## config.mk

```make
export PLATFORM = sky130hd
export DESIGN_NAME = up_down_mod_counter
export DESIGN_NICKNAME = d
export VERILOG_FILES = /design/src/rtl/up_down_counter_pkg.sv /design/src/rtl/counter_next_calc.sv /design/src/rtl/up_down_mod_counter.sv
export SDC_FILE = /design/constraint.sdc
export NUM_CORES = 1
export LEC_CHECK = 0
export CAP_MARGIN = 20
export CORE_MARGIN = 2
export CORE_UTILIZATION = 50
export CTS_CLUSTER_DIAMETER = 200
export DETAILED_ROUTE_END_ITERATION = 7
export PLACE_DENSITY = 0.81
export SETUP_SLACK_MARGIN = 0.1
export SYNTH_ARGS = -nofsm -noshare
export SYNTH_HDL_FRONTEND = slang
export SYNTH_SLANG_ARGS = --single-unit
```

## constraint.sdc

```tcl
create_clock -name clk -period 6.7 [get_ports clk]
set_clock_uncertainty 0.15 [all_clocks]
set_input_delay 0.67 -clock clk [delete_from_list [all_inputs] [get_ports clk]]
set_output_delay 0.67 -clock clk [all_outputs]
set_load 0.01 [all_outputs]
```

## src/rtl/up_down_counter_pkg.sv

```systemverilog
// Shared constants and parameter checks for the up/down modulus counter.
package up_down_counter_pkg;

    localparam logic DIR_UP   = 1'b1;
    localparam logic DIR_DOWN = 1'b0;

    localparam int unsigned MODE_WRAP     = 0;
    localparam int unsigned MODE_SATURATE = 1;

    // True when the out/step widths fit inside the count register.
    function automatic bit widths_ok(input int unsigned width,
                                     input int unsigned out_width,
                                     input int unsigned step_width);
        return (width >= 1) && (out_width >= 1) && (out_width <= width) &&
               (step_width >= 1) && (step_width <= width);
    endfunction

endpackage

```

## src/rtl/counter_next_calc.sv

```systemverilog
// Combinational next-count and wrap/saturation event for one enabled step.
module counter_next_calc
    import up_down_counter_pkg::*;
#(
    parameter int unsigned       WIDTH      = 32,
    parameter int unsigned       STEP_WIDTH = 8,
    parameter logic [WIDTH-1:0]  MAX_VALUE  = {WIDTH{1'b1}},
    parameter int unsigned       SATURATE   = MODE_WRAP
) (
    input  logic [WIDTH-1:0]      count,
    input  logic [STEP_WIDTH-1:0] step,
    input  logic                  dir,
    output logic [WIDTH-1:0]      next_count,
    output logic                  wrap_event
);

    localparam int unsigned    EW      = WIDTH + 1;
    localparam logic [WIDTH:0] MAX_EXT = EW'(MAX_VALUE);
    localparam logic [WIDTH:0] MOD_EXT = MAX_EXT + EW'(1);
    localparam bit             SAT     = (SATURATE == MODE_SATURATE);

    logic [WIDTH:0] count_ext;
    logic [WIDTH:0] step_ext;
    logic [WIDTH:0] sum;
    logic [WIDTH:0] result;
    logic           overflow;
    logic           underflow;

    // One extra bit keeps MAX_VALUE+1 and count+step representable.
    assign count_ext = EW'(count);
    assign step_ext  = EW'(step);
    assign sum       = count_ext + step_ext;
    assign overflow  = (sum > MAX_EXT);
    assign underflow = (count_ext < step_ext);

    always_comb begin
        result     = count_ext;
        wrap_event = 1'b0;
        if (dir == DIR_UP) begin
            if (!overflow) begin
                result = sum;
            end else if (SAT) begin
                result     = MAX_EXT;
                wrap_event = (count_ext != MAX_EXT);
            end else begin
                result     = sum - MOD_EXT;
                wrap_event = 1'b1;
            end
        end else begin
            if (!underflow) begin
                result = count_ext - step_ext;
            end else if (SAT) begin
                result     = '0;
                wrap_event = (count_ext != '0);
            end else begin
                result     = count_ext + MOD_EXT - step_ext;
                wrap_event = 1'b1;
            end
        end
    end

    assign next_count = WIDTH'(result);

endmodule

```

## src/rtl/up_down_mod_counter.sv

```systemverilog
// Programmable-modulus up/down counter with load, saturate mode and wrap pulse.
module up_down_mod_counter
    import up_down_counter_pkg::*;
#(
    parameter int unsigned       WIDTH      = 32,
    parameter int unsigned       OUT_WIDTH  = 8,
    parameter int unsigned       STEP_WIDTH = 8,
    parameter logic [WIDTH-1:0]  MAX_VALUE  = {WIDTH{1'b1}},
    parameter int unsigned       SATURATE   = MODE_WRAP
) (
    input  logic                  clk,
    input  logic                  reset,
    input  logic                  en,
    input  logic                  dir,
    input  logic [STEP_WIDTH-1:0] step,
    input  logic                  load,
    input  logic [WIDTH-1:0]      load_value,
    output logic [WIDTH-1:0]      count,
    output logic [OUT_WIDTH-1:0]  out,
    output logic                  wrap,
    output logic                  at_max,
    output logic                  at_zero
);

    if (!widths_ok(WIDTH, OUT_WIDTH, STEP_WIDTH)) begin : g_bad_widths
        $error("up_down_mod_counter: illegal OUT_WIDTH/STEP_WIDTH for WIDTH");
    end
    if (SATURATE > MODE_SATURATE) begin : g_bad_mode
        $error("up_down_mod_counter: SATURATE must be 0 or 1");
    end

    logic [WIDTH-1:0] next_count;
    logic             wrap_event;
    logic [WIDTH-1:0] load_clamped;

    counter_next_calc #(
        .WIDTH      (WIDTH),
        .STEP_WIDTH (STEP_WIDTH),
        .MAX_VALUE  (MAX_VALUE),
        .SATURATE   (SATURATE)
    ) u_next (
        .count      (count),
        .step       (step),
        .dir        (dir),
        .next_count (next_count),
        .wrap_event (wrap_event)
    );

    assign load_clamped = (load_value > MAX_VALUE) ? MAX_VALUE : load_value;

    // Load beats enable; every non-counting edge clears the wrap pulse.
    always_ff @(posedge clk or posedge reset) begin
        if (reset) begin
            count <= '0;
            wrap  <= 1'b0;
        end else if (load) begin
            count <= load_clamped;
            wrap  <= 1'b0;
        end else if (en) begin
            count <= next_count;
            wrap  <= wrap_event;
        end else begin
            wrap  <= 1'b0;
        end
    end

    assign out     = count[WIDTH-1 -: OUT_WIDTH];
    assign at_max  = (count == MAX_VALUE);
    assign at_zero = (count == '0);

endmodule

```

==> flow_summary_export.csv <==
group,metric,value,unit
run_status,outcome,"finished clean",
grt,overflow,0,
placement,dpl_cell_area,4400,um^2
finish,area_growth,23.3,%
cts,cts_tree,"yes",
placement,pre_cts_slack,2570,ps
floorplan,dieArea,7980,um^2
synthesis,ys_types,66,
synthesis,yosys_register_bits,33,
cts,h-tree-depth,2,
cts,post_cts_resized,0,
sta,whs,508,ps
detailed_routing,vias,4136,
grt,grt_use_total,30.6,%
cts,post_cts_buffers,0,
detailed_routing,routed_wl,11.9,mm
synthesis,ys.flop_type,"dfrtp_1",
critical_path,cp.arrival,4010,ps
critical_path,critPathMaxFanout,11,
grt,grt_max_degree,69,
detailed_routing,drc,0,
sta,max_freq,252,MHz
cts,cts_buffers,5,
detailed_routing,viasPerCell,6.47,
sta,drv_slew,0,
floorplan,initial_core_util,51.0,%
synthesis,syn_area,3640,um^2
grt,antenna_found_initial,0,
critical_path,critPathKind,"in2reg",
sta,tightestPinTransition,1050,ps
synthesis,synth-edff-count,0,
finish,fin_nets,602,
cts,clockRootBuffer,"clkbuf_8",
flow_run,maxCapViolations,0,
sta,fin_crit_sh,59.1,%
finish,post-route-cell-area,4490,um^2
sta,setup_ws,2740,ps
detailed_routing,first_pass_iters,6,
finish,ff_latch_area,826,um^2
synthesis,synth_nets,547,
synthesis,synth_commonest_cells,"nand2_1, dfrtp_1, nor2_1",
placement,hpwl,8.36,mm
detailed_routing,ant_nets,0,
critical_path,crit_path_start_kind,"input pin",
synthesis,yosysWarnings,0,
floorplan,num_rows,31,
synthesis,synth_most_common_cell,"nand2_1",
synthesis,yosysSeqAreaShare,22.7,%
critical_path,endpoint_kind,"register",
grt,grt_pass1_vias,3746,
cts,clockBufferDepth,2,
sta,fin_setup_tns,0,ps
critical_path,worst_ep_required_time,6750,ps
synthesis,syn_area_per_cell,7.52,um^2
floorplan,die_w,89.3,um
power,worst_ir_drop_vdd,0.000114,V
floorplan,pin_count,88,
finish,multiInputGateArea,2460,um^2
synthesis,yosys.area.top_type,"dfrtp_1",
synthesis,synthArstFlopShare,100,%
floorplan,coreArea,7140,um^2
synthesis,synth_top_area_share,22.7,%
cts,insertion_delay,290,ps
cts,cts-hold-fix-buffers,0,
synthesis,ys_top_cells_by_area,"dfrtp_1, ha_1, nand2_1",
placement,gp_congestion,0.989,
power,p_per_area,174,nW/um^2
floorplan,die_h,89.3,um
grt,grt_pass1_wl,19.0,mm
sta,slew_headroom,28.3,%
sta,min_period,3960,ps
finish,drive_gt1_share,4.26,%
cts,cts.sinks,33,
power,p_leak,1.74,nW
hold_path,hold_path_class,"reg2reg",
sta,hold_viol_final,0,
synthesis,syn_inst,484,
detailed_routing,routedWlPerCell,18.6,um
finish,nFillCells,682,
sta,rsz0062_at_grt,"false",
finish,antennaDiodeCount,0,
placement,port_buffers,87,
detailed_routing,drtIter0Drc,423,
sta,setup_violations,0,
cts,path_clk_slew,80,ps
==> cell families (layout without fill, tap and decap cells) <==
logic type	after synthesis	count (layout)	synth area share (%)
and+or+nand+nor	216	216	31.7
AOI/OAI and AO/OA	141	141	27.4
buffers and inverters	69	125	9.83
DFF	33	33	22.7
adders and majority gates	18	18	6.60
xor gates and xnor gates	4	4	0.962
muxes	3	3	0.825
==> sequential cells by signal, indices dropped and copies added (netlist names) <==
name	flops
count	32
wrap	1
==> path summary, 6_finish.rpt <==
| check | startpoint | to | slack [ps] | depth (start not counted) |
|---|---|---|---|---|
| min in group asynchronous | reset | count[25]$_DFFE_PP0P_ | 640 | 3 |
| worst max register to register | count[2]$_DFFE_PP0P_ | count[18]$_DFFE_PP0P_ | 3210 | 7 |
| max in group asynchronous | reset | count[3]$_DFFE_PP0P_ | 5450 | 3 |
| worst min register to register | count[26]$_DFFE_PP0P_ | count[26]$_DFFE_PP0P_ | 510 | 2 |
| worst min-delay path | count[26]$_DFFE_PP0P_ | count[26]$_DFFE_PP0P_ | 510 | 2 |
| worst max-delay path | step[2] | count[18]$_DFFE_PP0P_ | 2740 | 9 |
==> layout by cell type, fill, tap and decap left out, types with 9 or more instances in the layout <==
cell type	netlist	final
clkdlybuf4s50_1	0	86
nand2_1	49	49
dfrtp_1	33	33
nor2_1	31	31
a21oi_1	30	30
nor3_1	28	28
inv_1	25	25
nand3_1	23	23
o211ai_1	18	18
o21ai_0	16	16
ha_1	16	16
nor4_1	15	15
nand4_1	12	12
o31ai_1	10	10
a211oi_1	10	10
or3_1	9	9
and3_1	9	9
==> worst max-delay path: stages <==
cell	delay, ps
clkdlybuf4s50_1	500
inv_1	50
ha_1	380
nand2b_1	200
a2111oi_0	660
o21ai_1	520
a21o_1	450
o31a_1	320
o31ai_1	230
==> area by class of cell <==
type / instances / share of cell area (%)
multi-input cells: 382 / 54.7
flip-flops and latches: 33 / 18.4
repair buffers: 92 / 20.1
well taps: 99 / 2.76
inverters: 25 / 2.09
clock buffers: 5 / 1.53
clock inverters: 3 / 0.390
==> per-layer routing <==
layer	track usage, %	wire length (um)	vias up	share of wire (%)
li1	-	-	1920	-
met1	45.1	5310	1978	45
met2	46.3	5290	220	45
met3	4.52	1080	18	9.1
met4	8.68	202	0	1.7
met5	0	0	-	0
==> power by group <==
group / leakage [nW] / switching [mW] / internal [mW]
Sequential: 0.395 / 0.0547 / 0.223
Combinational: 1.30 / 0.189 / 0.159
Clock: 0.0439 / 0.0827 / 0.0718
Total: 1.74 / 0.327 / 0.454
==> through the flow <==
stage | power (mW) | utilization (%) | instances
CTS | 0.778 | 62.8 | 638
global placement | 0.614 | 61.6 | 630
floorplan | 0.488 | - | 484
finish | 0.780 | 62.9 | 639
detailed placement | 0.620 | 61.6 | 630
global route | 0.831 | 62.9 | 639
Note: power is estimated with default switching activity, not from simulation.
